[src/rtl/ccff_bitstream_loader.sv]
// Configuration-chain feeder: serialises bitstream words MSB-first onto ccff_head,
// gates prog_clk per shifted bit, and holds IO isolation until the chain has settled.
module ccff_bitstream_loader #(
  parameter int CHAIN_LEN  = 64,
  parameter int WORD_W     = 8,
  parameter int SETTLE_CYC = 4,
  parameter int CNT_W      = 16
) (
  input  logic              prog_clk,
  input  logic              pReset_N,
  input  logic              start,
  input  logic              abort,
  input  logic [WORD_W-1:0] word_data,
  input  logic              word_valid,
  output logic              word_ready,
  output logic              ccff_head,
  output logic              prog_clk_en,
  input  logic              ccff_tail,
  output logic              config_enable,
  output logic              IO_ISOL_N,
  output logic              busy,
  output logic              done,
  output logic              tail_parity,
  output logic [CNT_W-1:0]  bit_count
);

  localparam int LEFT_W = $clog2(WORD_W + 1);
  localparam int SET_W  = (SETTLE_CYC > 1) ? $clog2(SETTLE_CYC) : 1;

  localparam logic [1:0] S_IDLE   = 2'd0;
  localparam logic [1:0] S_LOAD   = 2'd1;
  localparam logic [1:0] S_SETTLE = 2'd2;
  localparam logic [1:0] S_DONE   = 2'd3;

  localparam logic [CNT_W-1:0]  C_LEN      = CNT_W'(CHAIN_LEN);
  localparam logic [LEFT_W-1:0] C_WORD     = LEFT_W'(WORD_W);
  localparam logic [SET_W-1:0]  C_SET_LAST = SET_W'(SETTLE_CYC - 1);

  logic [1:0]        r_state;
  logic [WORD_W-1:0] r_shreg;
  logic [LEFT_W-1:0] r_left;
  logic [SET_W-1:0]  r_settle_cnt;

  logic [1:0]        w_nxt_state;
  logic [WORD_W-1:0] w_nxt_shreg;
  logic [LEFT_W-1:0] w_nxt_left;
  logic [CNT_W-1:0]  w_nxt_count;
  logic [SET_W-1:0]  w_nxt_settle;
  logic              w_room;
  logic              w_shift;
  logic              w_clr_parity;

  assign w_room = (bit_count < C_LEN);

  always_comb begin
    w_nxt_state  = r_state;
    w_nxt_shreg  = r_shreg;
    w_nxt_left   = r_left;
    w_nxt_count  = bit_count;
    w_nxt_settle = r_settle_cnt;
    w_shift      = 1'b0;
    w_clr_parity = 1'b0;
    if (abort) begin
      w_nxt_state = S_IDLE;
      w_nxt_shreg = '0;
      w_nxt_left  = '0;
    end else begin
      case (r_state)
        S_IDLE, S_DONE: begin
          if (start) begin
            w_nxt_state  = S_LOAD;
            w_nxt_count  = '0;
            w_nxt_shreg  = '0;
            w_nxt_left   = '0;
            w_clr_parity = 1'b1;
          end
        end
        S_LOAD: begin
          // Reaching the chain length drops any unshifted bits of a partial last word.
          if (!w_room) begin
            w_nxt_state  = S_SETTLE;
            w_nxt_left   = '0;
            w_nxt_settle = '0;
          end else if (r_left == '0) begin
            if (word_ready && word_valid) begin
              w_nxt_shreg = word_data;
              w_nxt_left  = C_WORD;
            end
          end else begin
            w_shift     = 1'b1;
            w_nxt_shreg = r_shreg << 1;
            w_nxt_left  = r_left - LEFT_W'(1);
            w_nxt_count = bit_count + CNT_W'(1);
          end
        end
        S_SETTLE: begin
          if (r_settle_cnt == C_SET_LAST) w_nxt_state = S_DONE;
          else                            w_nxt_settle = r_settle_cnt + SET_W'(1);
        end
        default: w_nxt_state = S_IDLE;
      endcase
    end
  end

  // Status outputs are decoded from the next state so every output is a flop.
  always_ff @(posedge prog_clk or negedge pReset_N) begin
    if (!pReset_N) begin
      r_state       <= S_IDLE;
      r_shreg       <= '0;
      r_left        <= '0;
      r_settle_cnt  <= '0;
      bit_count     <= '0;
      word_ready    <= 1'b0;
      ccff_head     <= 1'b0;
      prog_clk_en   <= 1'b0;
      config_enable <= 1'b0;
      IO_ISOL_N     <= 1'b0;
      busy          <= 1'b0;
      done          <= 1'b0;
      tail_parity   <= 1'b0;
    end else begin
      r_state       <= w_nxt_state;
      r_shreg       <= w_nxt_shreg;
      r_left        <= w_nxt_left;
      r_settle_cnt  <= w_nxt_settle;
      bit_count     <= w_nxt_count;
      word_ready    <= (w_nxt_state == S_LOAD) && (w_nxt_left == '0) && (w_nxt_count < C_LEN);
      prog_clk_en   <= w_shift;
      if (w_shift) ccff_head <= r_shreg[WORD_W-1];
      config_enable <= (w_nxt_state == S_LOAD);
      busy          <= (w_nxt_state == S_LOAD) || (w_nxt_state == S_SETTLE);
      done          <= (w_nxt_state == S_DONE);
      IO_ISOL_N     <= (w_nxt_state == S_DONE);
      if (w_clr_parity)              tail_parity <= 1'b0;
      else if (prog_clk_en && !abort) tail_parity <= tail_parity ^ ccff_tail;
    end
  end

endmodule

[config.mk]
export PLATFORM = sky130hd
export DESIGN_NAME = ccff_bitstream_loader
export DESIGN_NICKNAME = d
export VERILOG_FILES = /design/src/rtl/ccff_bitstream_loader.sv
export SDC_FILE = /design/constraint.sdc
export NUM_CORES = 1
export LEC_CHECK = 0
export ABC_AREA = 0
export CAP_MARGIN = 30
export CELL_PAD_IN_SITES_DETAIL_PLACEMENT = 0
export CELL_PAD_IN_SITES_GLOBAL_PLACEMENT = 1
export CORE_MARGIN = 4
export CORE_UTILIZATION = 43
export CTS_CLUSTER_DIAMETER = 30
export DETAILED_ROUTE_END_ITERATION = 16
export HOLD_SLACK_MARGIN = 0.08
export PLACE_DENSITY = 0.86
export SETUP_SLACK_MARGIN = 0.15
export SLEW_MARGIN = 20
export SYNTH_ARGS = -nofsm -noshare
export SYNTH_HDL_FRONTEND = slang
export SYNTH_SLANG_ARGS = --single-unit
[constraint.sdc]
create_clock -name prog_clk -period 6 [get_ports prog_clk]
set_clock_uncertainty 0.05 [all_clocks]
set_input_delay 0.9 -clock prog_clk [delete_from_list [all_inputs] [get_ports prog_clk]]
set_output_delay 0.9 -clock prog_clk [all_outputs]
set_load 0.005 [all_outputs]
* Word level (Yosys, flattened, before mapping) *
Index checks and enable logic that the tools add are counted.

storage, ports and cells
  register bits = 39
  latch bits = 0
  bits in writable memories = 0
  bits in read-only memories = 0
  input port bits = 14
  output and inout bits = 24
  logic and storage cells = 80
  memories = 0

cells by class
  add/subtract/negate cells = 3
  multipliers = 0
  div/mod/pow operators = 0
  magnitude comparators = 2
  equality and inequality tests = 12
  shift-type cells = 0
  muxes and demuxes = 34
  bitwise gates (word level) = 2
  reduce and logical (&&, ||, !) cells = 15

operators by type and width
  operator                                                     count
  2-to-1 mux 16 bit                                            4
  2-to-1 mux 8 bit                                             5
  less-than comparator 16 x 7 -> 1 bit, second input constant  2
  one-hot mux 16 bit (2 select lines)                          1
  2-to-1 mux 4 bit                                             5
  adder 16 x 1 -> 16 bit, second input constant                1
  one-hot mux 8 bit (2 select lines)                           1
  2-to-1 mux 2 bit                                             6
  equality test 2 bit, second input constant                   5
  2-to-1 mux 1 bit                                             9
  zero test 4 bit                                              2
  one-hot mux 4 bit (2 select lines)                           1
  AND reduction 4 bit                                          2
  inequality test 3 bit, second input constant                 2
  one-hot mux 2 bit (3 select lines)                           1
  equality test 2 x 1 -> 1 bit, second input constant          2
  logical AND 1 bit                                            4
  inequality test 2 bit, second input constant                 2
  inequality test 4 bit, second input constant                 1
  one-hot mux 2 bit (2 select lines)                           1
  nonzero test 2 bit                                           2
  subtractor 4 x 1 -> 4 bit, second input constant             1
  nonzero test 3 bit                                           1
  adder 2 x 1 -> 2 bit, second input constant                  1
  6 further kinds                                              6

* Depth between registers and ports, before layout *
  depth in word-level cells = 9
  mapped depth = 10
  depth with buffers taken out = 9

* Worst setup path before layout *
OpenSTA, ideal clock, no wires.

  path kind = register to register
  from = reg bit_count[10]
  to = reg word_ready
  setup time = 0.105 ns
  arrival = 2.579 ns
  required time = 5.845 ns
  slack = 3.265 ns
  cell stages (with the launch flop) = 10
  buffers on the path = 0
  clock period less this slack = 2.735 ns
  path through = dfrtp_1 > or4_4 > nor4_4 > and3_1 > o22ai_1 > a221oi_1 > ha_1 > o221ai_1 > a31oi_1 > nor4b_1

on the way
  cells in the longest elaborated chain, start to end = 7
  elaborated cells between the ends (all ways) = 18
  those cells by class = 1 x add/sub; 2 x order compare; 1 x eq/ne; 11 x mux; 3 x reduce/logical

RTL lines
  element                               RTL line  text
  from (decl)                           24        output logic [CNT_W-1:0] bit_count
  from (signal assigned)                126       bit_count <= w_nxt_count;
  less-than comparator 16 x 7 -> 1 bit  53        assign w_room = (bit_count < C_LEN);
  2-to-1 mux 2 bit                      80        if (!w_room) begin
  one-hot mux 2 bit (3 select lines)    68        case (r_state)
  2-to-1 mux 2 bit                      63        if (abort) begin
  via w_nxt_state[0]                    44        logic [1:0] w_nxt_state;
  equality test 2 x 1 -> 1 bit          127       word_ready <= (w_nxt_state == S_LOAD) && (w_nxt_left == '0) && (w_nxt_count < C_LEN);
  logical AND 1 bit (2 in series)       127
  to (signal assigned)                  127
  to (decl)                             15        output logic word_ready,

The timed path passes the listed nets, and every way through them passes these cells.
A chain may end at the register's enable or synchronous reset.

* Worst setup path in the final report *
Same ends and word-level chain as after synthesis.

==> impl_summary.txt <==
----------------------------------------------------
[Worst setup path]
  Category of the worst setup path capture point ... flop
  Crit Path Max Fanout ... 7
  Required time of the worst setup path ... about 6100 ps
  Slowest stage cell, crit path ... sky130_fd_sc_hd__or4_4
  Signal arrival time at the worst endpoint ... 3300 ps
  Cells traversed along the worst timing path ... or4_4 > nor4_4 > and3_1 > o22ai_1 > a221oi_1 > ha_1 > o221ai_1 > a31oi_1 > nor4b_1
  Worst setup path category ... reg -> reg
  Crit start category ... flop
  Biggest cell delay along the critical path ... 590 ps

[Yosys]
  Share of the synthesized area in the top cell type ... around 47%
  Commonest cells in the synthesized netlist ... sky130_fd_sc_hd__dfrtp_1 (39), sky130_fd_sc_hd__nand2_1 (27), sky130_fd_sc_hd__a21oi_1 (13)
  Combined area of all synthesized cells ... about 0.0021 mm2
  Leading post-synthesis cells by cell area ... sky130_fd_sc_hd__dfrtp_1 (47%), sky130_fd_sc_hd__mux2_2 (4.8%), sky130_fd_sc_hd__nand2_1 (4.8%), sky130_fd_sc_hd__ha_1 (4.8%), sky130_fd_sc_hd__nor2b_1 (3.3%)
  Unique cell type count in the Yosys netlist ... 47
  Yosys warning count ... 0
  Post-Synthesis Cells ... 204
  FF+latch count, synth ... 39
  Most instantiated library cell after synthesis ... sky130_fd_sc_hd__dfrtp_1
  Avg Synthesized Cell Area ... a little over 10 um2
  Net count of the mapped netlist ... around 230
  Share of the yosys chip area belonging to registers ... a little under half
  Number of enable-type register cells in the synthesized netlist ... 0
  Share of synthesized flip-flops with an asynchronous set or reset ... 100%
  Cell accounting for the most synthesized area ... sky130_fd_sc_hd__dfrtp_1
  Dominant register cell in the synthesized netlist ... sky130_fd_sc_hd__dfrtp_1

[Layout]
  Fraction of layout cells with a size suffix above 1 ... 14.8%
  Nets ... 265
  Fill cells ... roughly 430
  Number of standard cells in the final layout excluding fillers ... 311
  Diodes inserted ... 0
  Total area of multi-input combinational cells ... between 0.001 and 0.0015 mm2
  Storage cell area ... around 1000 um2
  Layout area overhead ... 26.1%

[Global route]
  Maximum number of pins on one net before global-route repair ... 40
  Met3 global-route usage ... just over 4%
  Global-route total usage across every layer ... between 10% and 20%
  Routing usage on met1 ... ~23%
  Wire length of the first global-routing pass ... approximately 7600 um
  Via count of the first global-routing pass ... about 1600
  Initial antenna violation count ... 0
  GR met2 Demand/Resource ... 22.7%
  Busiest layer in global routing ... met1
  Total global routing overflow ... 0

[Route]
  Number of optimization iterations in the first detailed-route pass ... 4
  DRC violation count after routing ... 0
  Wirelength per Cell ... ~14 um
  Initial DRC Count ... approximately 100
  Antenna Violating Nets Remaining ... 0
  Vias after detailed routing ... ~1600
  Per-cell via count in the routed design ... 5.23
  Total wirelength of the detailed-routed design ... 4480 um

[Pwr]
  Share of power burned in registers ... between 50% and 60%
  Leakage power of the design ... roughly 0.0012 uW
  Power per unit of standard cell area ... around 210 mW/mm2
  Internal Power ... 400 uW
  Switching power of the nets ... ~150 uW
  Clock network fraction of design power ... 31.9%
  Peak supply drop ... ~0.00014 V
  Portion of total power attributed to combinational logic ... 17.0%
  Fraction of power spent switching nets ... between 20 and 30%

[Hold path]
  Worst hold path type ... reg -> reg

[Clocking]
  Root buffer cell ... sky130_fd_sc_hd__clkbuf_8
  Clk sink count ... 39
  Number of buffers on the longest clock path ... 2
  H-Tree Level Count ... 2
  Hold buffers post-CTS ... 0
  Clock tree from TritonCTS ... done
  Clock buffer count from CTS ... 5
  CTS resizes ... 0
  Worst-path clk slew ... approximately 80 ps
  # Post-CTS Setup Buffers ... 0
  Clock latency reported for the late side of the worst-skew pair ... 290 ps

[STA]
  Final Slew Violations ... 0
  Period utilisation layout ... 52.8%
  Post-route setup TNS ... 0 ps
  Achievable frequency ... ~320 MHz
  Max transition margin ... 54.2%
  Worst-margin pin slew ... 686 ps
  Setup repair after global routing missed its margin ... false
  Final hold violations ... 0
  Final critical path time including I/O delays and setup ... ~3200 ps
  Final-report setup violation count ... 0

[Status]
  Result of the run ... finished, final reports clean

[Job]
  # Max-Cap Violations ... 0

[Placement]
  Sum of net half-perimeters after detailed placement ... roughly 3200 um
  Instance count after placement with tap cells included ... just over 300
  Placer congestion estimate ... 0.798
  Number of buffers added on ports ... 37

[Floorplanning]
  Height of the die ... between 70 and 80 um
  Die area ... a little over 0.006 mm2
  Initial cell density of the core ... 44.3%
  Total core area ... between 0.004 and 0.005 mm2
  Row Count ... 25
  Die Width ... 77.8 um
  I/O pin count ... 38

----------------------------------------------------
==> cell families (layout without fill, tap and decap cells) <==
family                     count (synthesis)  in the layout  synth area share, %
and+or+nand+nor                           83             83                 24.1
muxes                                     11             11                 5.79
AOI/OAI and AO/OA                         44             44                 15.2
DFF                                       39             39                 46.6
adders and majority gates                  8              8                 4.78
buffers and inverters                     19             59                 3.58
==> power groups by stage <==
stage | registers (uW) | logic [uW] | clock network, uW
after floorplan | 285 | 52.4 | 0
after global placement | 286 | 91.2 | 0
after detailed placement | 286 | 91.5 | 0
after CTS | 281 | 92.1 | 181
after global routing | 282 | 104 | 190
final | 281 | 93.2 | 175
==> cells in the final DEF (no fill, tap or decap), types with 5 or more instances in the layout <==
cell / n
sky130_fd_sc_hd__dfrtp_1: 39
sky130_fd_sc_hd__clkdlybuf4s50_1: 36
sky130_fd_sc_hd__nand2_1: 27
sky130_fd_sc_hd__a21oi_1: 13
sky130_fd_sc_hd__inv_1: 11
sky130_fd_sc_hd__nor2b_1: 11
sky130_fd_sc_hd__o21ai_0: 9
sky130_fd_sc_hd__mux2_2: 9
sky130_fd_sc_hd__nor3_1: 8
sky130_fd_sc_hd__ha_1: 8
sky130_fd_sc_hd__and3_1: 5
sky130_fd_sc_hd__nor2_1: 5
sky130_fd_sc_hd__clkbuf_8: 5
==> state kept, by name, summed over array words and instances (netlist names), 2 cells and up <==
register / count
r_state: 2
r_settle_cnt: 2
r_left: 4
r_shreg: 8
bit_count: 16
==> path summary, 6_finish.rpt <==
| check | depth (start not counted) | to | slack [ps] | from |
|---|---|---|---|---|
| setup / recovery | 9 | word_ready | 2830 | bit_count[10] |
| hold / removal | 1 | r_shreg[7] | 460 | r_shreg[7] |
| setup reg to reg | 9 | word_ready | 2830 | bit_count[10] |
| hold reg to reg | 1 | r_shreg[7] | 460 | r_shreg[7] |
| max in group asynchronous | 2 | busy | 4950 | pReset_N |
| min in group asynchronous | 1 | bit_count[13] | 500 | pReset_N |
==> layout make-up <==
type                            instances  share of cell area, %
Clock buffer                            5                   2.61
Inverter                               11                   1.56
Sequential cell                        39                   36.9
Clock inverter                          3                  0.758
Tap cell                               67                   3.17
Timing Repair Buffer                   40                   15.4
Multi-Input combinational cell        146                   39.5
==> per-layer routing <==
layer  share of wire [%]  wire length (um)
met5                   0                 0
met4                 1.3                57
met3                 3.6               161
met2                  45              2010
met1                  50              2250
==> critical path: cells and delay by family (launching register included) <==
kind	cells	cell delay, ps
flops	1	400
fa+ha+maj	1	260
simple gates	4	1530
compound gates	4	800
==> metrics by stage <==
step / power [uW] / hold slack, ps / utilization (%) / instance area, um2 / worst slack (ps)
floorplan: 337 / 425 / - / 2090 / 3270
global placement: 377 / 441 / 53.5 / 2520 / 3030
detailed placement: 378 / 445 / 53.5 / 2520 / 2920
CTS: 554 / 463 / 55.3 / 2610 / 2820
global route: 576 / 480 / 55.9 / 2640 / 2560
finish: 549 / 457 / 55.9 / 2640 / 2830
Note: power is estimated with default switching activity, not from simulation.
